File: src/rtl/mioc_od_line_rx.sv
// mioc_od_line_rx
//   Receive end of a single-wire open-drain MIOC line (wired-AND, external
//   pullup, idle high). The pad node is synchronized and glitch-filtered, then
//   low-pulse widths are classified: short low = 1, long low = 0, very long
//   low = bus reset. Bits assemble LSB first into DATA_W-bit words, which are
//   presented through a one-entry holding register.
//
// Ports
//   clk         in   1       single clock, rising edge
//   rst_n       in   1       asynchronous active-low reset
//   od_line     in   1       pulled-up open-drain node, asynchronous to clk
//   data_ready  in   1       consumer accepts data_out
//   ovr_clr     in   1       synchronous clear of overrun
//   data_out    out  DATA_W  received word
//   data_valid  out  1       holding register full
//   overrun     out  1       sticky: a word was dropped
//   frame_err   out  1       one-cycle pulse: partial word aborted
//   bus_reset   out  1       one-cycle pulse: reset pulse detected
//   line_filt   out  1       synchronized, filtered line level
//
// Handshake: a word transfers on every cycle where data_valid && data_ready
// are both high at the rising clock edge. data_valid and data_out hold steady
// until that transfer; data_ready may change freely and is never required
// before data_valid is raised.
module mioc_od_line_rx #(
  parameter int DATA_W      = 8,
  parameter int SYNC_STAGES = 2,
  parameter int FILT        = 3,
  parameter int BIT_THRESH  = 16,
  parameter int RESET_MIN   = 64,
  parameter int IDLE_TMO    = 256
) (
  input  logic              clk,
  input  logic              rst_n,
  input  logic              od_line,
  input  logic              data_ready,
  input  logic              ovr_clr,
  output logic [DATA_W-1:0] data_out,
  output logic              data_valid,
  output logic              overrun,
  output logic              frame_err,
  output logic              bus_reset,
  output logic              line_filt
);

  localparam int FW = $clog2(FILT + 1);
  localparam int LW = $clog2(RESET_MIN + 1);
  localparam int HW = $clog2(IDLE_TMO + 1);
  localparam int BW = $clog2(DATA_W + 1);

  localparam logic [FW-1:0] FILT_LAST = FW'(FILT - 1);
  localparam logic [LW-1:0] LOW_MAX   = LW'(RESET_MIN);
  localparam logic [LW-1:0] LOW_LAST  = LW'(RESET_MIN - 1);
  localparam logic [LW-1:0] BIT_LIM   = LW'(BIT_THRESH);
  localparam logic [HW-1:0] HIGH_MAX  = HW'(IDLE_TMO);
  localparam logic [BW-1:0] BIT_LAST  = BW'(DATA_W - 1);

  localparam logic [1:0] S_IDLE = 2'd0;
  localparam logic [1:0] S_LOW  = 2'd1;
  localparam logic [1:0] S_HIGH = 2'd2;
  localparam logic [1:0] S_RSTP = 2'd3;

  logic [SYNC_STAGES-1:0] sync_q;
  logic                   sample;
  logic [FW-1:0]          filt_cnt;
  logic [1:0]             state;
  logic [LW-1:0]          low_cnt;
  logic [HW-1:0]          high_cnt;
  logic [BW-1:0]          bit_cnt;
  logic [DATA_W-1:0]      shift;
  logic [DATA_W-1:0]      shift_next;
  logic                   bit_val;
  logic                   word_done;
  logic                   complete;

  // Synchronizer resets high so reset release never looks like a falling edge.
  always_ff @(posedge clk or negedge rst_n) begin
    if (!rst_n) sync_q <= '1;
    else        sync_q <= {sync_q[SYNC_STAGES-2:0], od_line};
  end

  assign sample = sync_q[SYNC_STAGES-1];

  // The level flips on the FILT-th consecutive differing sample, giving an
  // od_line-to-line_filt latency of SYNC_STAGES + FILT clocks.
  always_ff @(posedge clk or negedge rst_n) begin
    if (!rst_n) begin
      filt_cnt  <= '0;
      line_filt <= 1'b1;
    end else if (sample == line_filt) begin
      filt_cnt <= '0;
    end else if (filt_cnt == FILT_LAST) begin
      filt_cnt  <= '0;
      line_filt <= sample;
    end else begin
      filt_cnt <= filt_cnt + 1'b1;
    end
  end

  // low_cnt equals the number of cycles line_filt has been low.
  assign bit_val   = (low_cnt < BIT_LIM);
  assign word_done = (bit_cnt == BIT_LAST);
  assign complete  = (state == S_LOW) && line_filt && word_done;

  always_comb begin
    shift_next = shift;
    for (int i = 0; i < DATA_W; i++) begin
      if (bit_cnt == BW'(i)) shift_next[i] = bit_val;
    end
  end

  always_ff @(posedge clk or negedge rst_n) begin
    if (!rst_n) begin
      state     <= S_IDLE;
      low_cnt   <= '0;
      high_cnt  <= '0;
      bit_cnt   <= '0;
      shift     <= '0;
      frame_err <= 1'b0;
      bus_reset <= 1'b0;
    end else begin
      frame_err <= 1'b0;
      bus_reset <= 1'b0;
      case (state)
        S_IDLE: begin
          if (!line_filt) begin
            state   <= S_LOW;
            low_cnt <= LW'(1);
          end
        end
        S_LOW: begin
          if (line_filt) begin
            shift    <= shift_next;
            bit_cnt  <= word_done ? '0 : bit_cnt + 1'b1;
            high_cnt <= '0;
            state    <= S_HIGH;
          end else begin
            if (low_cnt != LOW_MAX) low_cnt <= low_cnt + 1'b1;
            if (low_cnt == LOW_LAST) state <= S_RSTP;
          end
        end
        S_HIGH: begin
          if (!line_filt) begin
            state   <= S_LOW;
            low_cnt <= LW'(1);
          end else if (high_cnt == HIGH_MAX) begin
            // Idle timeout: only a partial word counts as a framing error.
            if (bit_cnt != '0) frame_err <= 1'b1;
            bit_cnt <= '0;
            state   <= S_IDLE;
          end else begin
            high_cnt <= high_cnt + 1'b1;
          end
        end
        S_RSTP: begin
          if (line_filt) begin
            bus_reset <= 1'b1;
            if (bit_cnt != '0) frame_err <= 1'b1;
            bit_cnt <= '0;
            state   <= S_IDLE;
          end
        end
        default: state <= S_IDLE;
      endcase
    end
  end

  // Holding register: a completed word loads unless the register is still
  // full and not being drained, in which case the new word is dropped.
  always_ff @(posedge clk or negedge rst_n) begin
    if (!rst_n) begin
      data_out   <= '0;
      data_valid <= 1'b0;
      overrun    <= 1'b0;
    end else begin
      if (complete) begin
        if (!data_valid || data_ready) begin
          data_out   <= shift_next;
          data_valid <= 1'b1;
        end
      end else if (data_valid && data_ready) begin
        data_valid <= 1'b0;
      end
      if (complete && data_valid && !data_ready) overrun <= 1'b1;
      else if (ovr_clr)                          overrun <= 1'b0;
    end
  end

endmodule

File: config.mk
export PLATFORM = sky130hd
export DESIGN_NAME = mioc_od_line_rx
export DESIGN_NICKNAME = d
export VERILOG_FILES = /design/src/rtl/mioc_od_line_rx.sv
export SDC_FILE = /design/constraint.sdc
export NUM_CORES = 1
export LEC_CHECK = 0
export ABC_CLOCK_PERIOD_IN_PS = 1800
export CAP_MARGIN = 15
export CORE_ASPECT_RATIO = 0.7
export CORE_UTILIZATION = 53
export DETAILED_ROUTE_END_ITERATION = 8
export PLACE_DENSITY = 0.75
export SYNTH_ARGS = -nofsm -noshare
export SYNTH_HDL_FRONTEND = slang
export SYNTH_SLANG_ARGS = --single-unit
File: constraint.sdc
create_clock -name clk -period 1.8 [get_ports clk]
set_input_delay 0.36 -clock clk [delete_from_list [all_inputs] [get_ports clk]]
set_output_delay 0.36 -clock clk [all_outputs]
set_load 0.03 [all_outputs]
# ---- Word-level counts from Yosys, hierarchy flattened
# Cells that the tools add are included.
dict set report totals {
  ff_bits 47
  latch_bits 0
  mem_bits_rw 0
  out_inout_bits 13
  mem_bits_ro 0
  in_bits 5
  memories 0
  elab_cells 114
}
dict set report classes {
  shift 0
  addsub 4
  div 0
  n_lt_le_gt_ge 1
  n_mul 0
  n_bitwise 1
  eq_ne 27
  muxes 43
  reduce_logical 25
}
# operator count
set op_table {}
lappend op_table {{$mux 9} 3}
lappend op_table {{$mux 7} 3}
lappend op_table {{$mux 4} 5}
lappend op_table {{$mux 1} 19}
lappend op_table {{$pmux 9 s2} 1}
lappend op_table {{$eq 4x3->1 const B} 4}
lappend op_table {{$mux 2} 8}
lappend op_table {{$ne 2x2->1 const B} 8}
lappend op_table {{$pmux 7 s2} 1}
lappend op_table {{$pmux 4 s3} 1}
lappend op_table {{$reduce_and 4->1} 3}
lappend op_table {{$add 9x1->9 const B} 1}
lappend op_table {{$eq 9x9->1 const B} 1}
lappend op_table {{$eq 4x2->1 const B} 2}
lappend op_table {{$pmux 2 s4} 1}
lappend op_table {{$reduce_and 2->1} 4}
lappend op_table {{$reduce_bool 2->1} 4}
lappend op_table {{$add 7x1->7 const B} 1}
lappend op_table {{$eq 7x6->1 const B} 1}
lappend op_table {{$lt 7x5->1 const B} 1}
lappend op_table {{$ne 7x7->1 const B} 1}
lappend op_table {{$eq 2x2->1 const B} 3}
lappend op_table {{$logic_and 1x1->1} 5}
lappend op_table {{$reduce_and 5->1} 1}
lappend op_table {{17 further kinds} 19}

# ---- Longest topological paths before layout
# Gate-level depths: netlist (run 1).
dict set report depth {
  word_depth 6
  mapped_depth 6
}

# ---- Worst setup path after synthesis (run 1)
# Ideal clock, no wire load.
dict set report synth_path {
  kind {register to register}
  startpoint {reg bit_cnt[1]}
  endpoint {reg data_out[0]}
  synth_period_minus_slack_ps 1715
  t_arrival_ps 1590
  slack_ps 85
  stages_incl_launch_ff 6
  path_buffers 0
  path_cell_list {dfrtp_1 inv_1 ha_1 nor3b_1 mux2_2 mux2_4}
}
dict set report synth_via {
  elab_chain_len 3
  elab_cells_between_ends 5
}
# item line
set synth_rtl {}
lappend synth_rtl {{from (decl)} 69} ;# logic [BW-1:0] bit_cnt;
lappend synth_rtl {{from (signal assigned)} 134} ;# bit_cnt <= word_done ? '0 : bit_cnt + 1'b1;
lappend synth_rtl {{$eq 4x3->1} 102} ;# assign word_done = (bit_cnt == BIT_LAST);
lappend synth_rtl {{$logic_and 1x1->1} 103} ;# assign complete = (state == S_LOW) && line_filt && word_done;
lappend synth_rtl {{$reduce_and 2->1 (no source line)} --}
lappend synth_rtl {{to (signal assigned)} 178} ;# data_out <= shift_next;
lappend synth_rtl {{to (decl)} 38} ;# output logic [DATA_W-1:0] data_out,
# Parallel ways exist; a longest one is shown, timed or not.
# A chain may end at the register's enable or synchronous reset.

# ---- Worst setup path after layout (run 1)
dict set report layout_path {
  startpoint {reg data_out[1]}
  endpoint {out data_out[1]}
}
# No word-level cell between the ends.

==> impl_metrics.ini, run 1 <==
[outcome]
status = complete, but fails checks
violations = DRC

[drt]
firstDrtPassIters = 8
via_count = 1862
wire_per_inst_um = 15.8
viasPerCell = 5.99
first_iter_violations = 101
drc = 8
drt-total-wl_mm = 4.92
antenna_left = 0

[setup_path]
worstSetupEndpointType = primary output
max_stage_delay_ps = 680
crit_start = data_out[1]
endpoint = data_out[1]
cp_data_required_time_ps = 1440
reg2regPathDepth = 5
worstPathMaxFanout = 2
path_cells = clkdlybuf4s50_1
reg2reg_setup_slack_ps = 140
cp.depth = 1
critPathLaunchType = register
r2r_start = bit_cnt[0]
crit_buf_inv = 1
path_delay_family = buffers and inverters
path_class = reg2out
critical_path_arrival_ps = 1350
critical_path.slowest_cell = clkdlybuf4s50_1
rr_endpoint = data_out[2]

[clock_network]
post_cts_buffers = 0
clk_latency_ps = 290
numClockSinks = 46
cts_made_buffers = 5
clk_pin_slew_ps = 90
hold_buffers = 0
cts.repair.resized = 0
clockBufferDepth = 2
ctsRootBufferMaster = clkbuf_8
cts_tree = done
htree_num_levels = 2

[floorplanning]
top_level_ports = 18
initial_core_util = 0.567
die_width_um = 84.5
die-area_um2 = 5050
die_y_um = 59.7
num_rows = 20
coreArea_um2 = 4450

[power_and_ir_drop]
ir_drop_uv = 751
p_leak_uw = 0.00132
power_density_nw_per_um2 = 1580

[global_routing]
grtUsageTotal = 0.217
grt_overflow = 0
use_met2 = 0.355
grt_max_degree = 47
antenna_found_initial = 0
grt_pass1_wl_mm = 8.56
grt_pass1_vias = 1779
met1_usage = 0.305
grt.busiest_layer = met2
use_met3 = 0.0442

[yosys]
yosys_register_bits = 46
syn_nets = 244
synth_edf_count = 0
ys_seq_area_frac = 0.458
netlist_area_um2 = 2520
synthTopCellsByArea = dfrtp_1 43%, mux2_2 6.7%, mux2_4 4.8%, ha_1 4.0%, dfstp_2 3.1%
async_reset_ff_frac = 1.00
synth.avg_cell_area_um2 = 10.9
yosysWarnings = 0
yosys-top-cells-count = 43 x dfrtp_1, 21 x nand2_1, 15 x mux2_2, 15 x nand3_1, 12 x inv_1
synth_most_common_cell = dfrtp_1
synth_top_area_cell = dfrtp_1
synth_cells = 231
ys_types = 56
netlist.area_leader.share = 0.426
synthFlopType = dfrtp_1

[placement]
gp_congestion = 0.820
post-place-ws_ps = 53.6
hpwl_mm = 3.31
placed_cell_area_um2 = 2790
io_buffers = 17

[sta]
maxSlewHeadroom = 0.656
holdWs_ps = 29.1
fin_crit_sh = 0.952
hold_viol = 0
setup_slack_ps = 87.3
fin_skew_ps = 13.9
drv_slew = 0
rsz0062_at_grt = false
fin_crit_ps = 1710
setup-tns-final_ps = 0
fmax_mhz = 584
worst_pin_slew_ps = 514
setup_viol = 0

[layout]
final-seq-area_um2 = 1150
fin_util = 0.660
drive_gt1_frac = 0.223
fin_area_um2 = 2940
multi_input_area_um2 = 1260
synthToLayoutAreaGrowth_pct = 16.5
nets = 268
diodes = 0
nFillCells = 344

[job]
max_cap_violations = 0

[hold_path]
hold_class = in2async
[layout by cell type, fill, tap and decap left out, drive strengths merged, types with 3 or more instances in the layout]
master         Yosys  final
a21oi              4      4
clkdlybuf4s50      0     15
clkbuf             4      6
nand2b             4      4
dfstp              3      3
nor3               5      5
o311ai             3      3
mux2i              7      7
buf                9     15
o21ai              8      8
nor2               8      8
nand2             21     21
nand3b             4      4
mux2              23     23
nor3b              4      4
dfrtp             43     43
o221ai             3      3
nand3             15     15
ha                 8      8
inv               12     12
and3               4      4
[metal layers]
metal,vias to the layer above,share of wire
met3,2,0.058
met1,903,0.49
li1,896,-
met5,-,0
met2,61,0.44
met4,0,0.0037
[metrics by stage]
step | instances | total power (uW)
finish | 311 | 4650
global route | 311 | 4950
CTS | 311 | 4650
detailed placement | 303 | 3690
global placement | 303 | 3630
floorplan | 231 | 3070
[sequential cells by signal, summed over array words and instances, names as in the netlist, 2 cells and up]
name and count:
bit_cnt 4, data_out 8, filt_cnt 2, high_cnt 9, low_cnt 7, shift 7
state 2, sync_q 2
[cells by family (layout without fill, tap and decap cells)]
group,after synthesis,count (layout),share of synthesized area
AOI/OAI and AO/OA,38,38,0.116
xor gates and xnor gates,1,1,0.00347
adders and majority gates,8,8,0.0397
buffers and inverters,25,50,0.0491
DFF,46,46,0.458
muxes,30,30,0.142
and+or+nand+nor,83,83,0.192
[power by group]
group	switching [uW]	internal, uW	total (uW)
Sequential	353	1350	1710
Clock	351	592	943
Combinational	1030	971	2000
[final cells by class]
type,instances,area share
Multi-Input combinational cell,160,0.427
Clock buffer,6,0.0281
Timing Repair Buffer,30,0.0928
Clock inverter,2,0.0204
Inverter,12,0.0153
Tap cell,55,0.0234
Sequential cell,46,0.393
[worst min-delay path by stage]
stage,slack [ps],startpoint,end
finish,30,rst_n,low_cnt[1]
CTS,40,rst_n,bus_reset
global route,60,rst_n,bus_reset
floorplan,60,rst_n,bit_cnt[0]
detailed placement,350,sync_q[0],sync_q[1]
global placement,350,sync_q[0],sync_q[1]
(Power assumes the default switching activity.)
==> inputs of run 2 (changes only) <==
HOLD_SLACK_MARGIN = 0.1   (was unset)
==> impl_metrics.ini, run 2 (synthesized netlist as in run 1, its figures left out) <==
[layout]
mostFrequentLayoutCells = 43 x dfrtp_1, 21 x nand2_1, 15 x mux2_2, 15 x nand3_1, 15 x clkdlybuf4s50_1
regMostFlops = high_cnt
nets = 269
synthToLayoutAreaGrowth_pct = 16.9
largest_register_ffs = 9
layout.cells.non_filler = 312
diodes = 0
final_common_cell = dfrtp_1
drive_gt1_frac = 0.222
top_regs = high_cnt: 9 flops, data_out: 8 flops

[clock_network]
clk_latency_ps = 300
cts_made_buffers = 5
htree_num_levels = 2
post_cts_buffers = 0
cts_tree = done
clockBufferDepth = 2
clk_pin_slew_ps = 90
numClockSinks = 46
ctsRootBufferMaster = clkbuf_8

[power_and_ir_drop]
finalPower_uw = 4660
p_leak_uw = 0.00133
power_density_nw_per_um2 = 1580
ir_drop_uv = 751

[global_routing]
met1_usage = 0.305
grt_overflow = 0
grt_pass1_wl_mm = 8.56
grt_max_degree = 47
grtUsageTotal = 0.217
grt.busiest_layer = met2
use_met2 = 0.355
antenna_found_initial = 0
use_met3 = 0.0442
grt_pass1_vias = 1782

[hold_path]
hold_class = reg2reg
hold_depth = 0
holdCritStartpoint = sync_q[0]

[sta]
maxSlewHeadroom = 0.655
fin_crit_sh = 0.953
holdWs_ps = 359
drv_slew = 0
setup_viol = 0
rsz0062_at_grt = false
fin_crit_ps = 1720
hold_viol = 0
setup-tns-final_ps = 0
worst_pin_slew_ps = 515
fmax_mhz = 583
fin_skew_ps = 14.2

[placement]
gp_congestion = 0.820
dp_cells = 303
io_buffers = 17
hpwl_mm = 3.31

[job]
max_cap_violations = 0

[setup_path]
cp_data_required_time_ps = 1440
worstSetupEndpointType = primary output
crit_start = data_out[1]
path_delay_family = buffers and inverters
path_class = reg2out
cp.depth = 1
critical_path_arrival_ps = 1360
endpoint = data_out[1]
reg2regPathDepth = 5
reg2reg_setup_slack_ps = 130
critPathLaunchType = register
path_cells = clkdlybuf4s50_1
rr_endpoint = data_out[2]
critical_path.slowest_cell = clkdlybuf4s50_1
worstPathMaxFanout = 2
max_stage_delay_ps = 680
crit_buf_inv = 1
r2r_start = bit_cnt[0]

[drt]
wire_per_inst_um = 16.0
drc = 8
viasPerCell = 6.01
via_count = 1874
first_iter_violations = 106
drt-total-wl_mm = 4.98
antenna_left = 0
firstDrtPassIters = 6

[floorplanning]
top_level_ports = 18
die-area_um2 = 5050
die_y_um = 59.7
coreArea_um2 = 4450
initial_core_util = 0.567
die_width_um = 84.5
num_rows = 20

[outcome]
status = complete, but fails checks
violations = DRC
run 2: how the worst min path moves through the flow:
stage	endpoint
after floorplan	bit_cnt[0]
after global placement	sync_q[1]
after detailed placement	sync_q[1]
after CTS	sync_q[1]
after global routing	sync_q[1]
final	sync_q[1]
run 2: timing repair:
| action | in CTS | in global routing |
|---|---|---|
| hold buffers | 1 | 0 |
| setup endpoints to repair | 0 | 3 |
| resized for setup | 0 | 2 |
| hold endpoints to repair | 43 | 0 |
run 2: cell type report:
type,count,area (um^2)
Fill cell,343,1500
Clock buffer,6,82.6
Sequential cell,46,1150
Clock inverter,2,60.1
Timing Repair Buffer,31,283
Tap cell,55,68.8
Multi-Input combinational cell,160,1260
Inverter,12,45.0
run 2: where the power goes:
group          leakage (uW)  switching [uW]  internal [uW]  total, uW
Clock             0.0000714             353            592        945
Sequential         0.000594             351           1350       1700
Combinational      0.000664            1040            972       2010
Total               0.00133            1740           2920       4660
run 2: through the flow:
step / utilization / area (um^2) / setup WS (ps)
2_1_floorplan: - / 2520 / 85.1
3_3_place_gp: 0.626 / 2790 / 72.7
3_5_place_dp: 0.626 / 2790 / 53.6
4_1_cts: 0.660 / 2940 / 37.7
5_1_grt: 0.662 / 2950 / 29.3
6_report: 0.662 / 2950 / 84.9
run 2: metal layers:
layer | vias to the layer above | wire (um)
met5 | - | 0
met4 | 0 | 18
met3 | 2 | 213
met2 | 42 | 2180
met1 | 935 | 2570
li1 | 895 | -
==> inputs of run 3 (changes only) <==
CAP_MARGIN = 0   (was 15)
CTS_CLUSTER_SIZE = 12   (was unset)
==> results of run 3 <==
The final DEF is identical to that of run 2; final timing and power are the same.
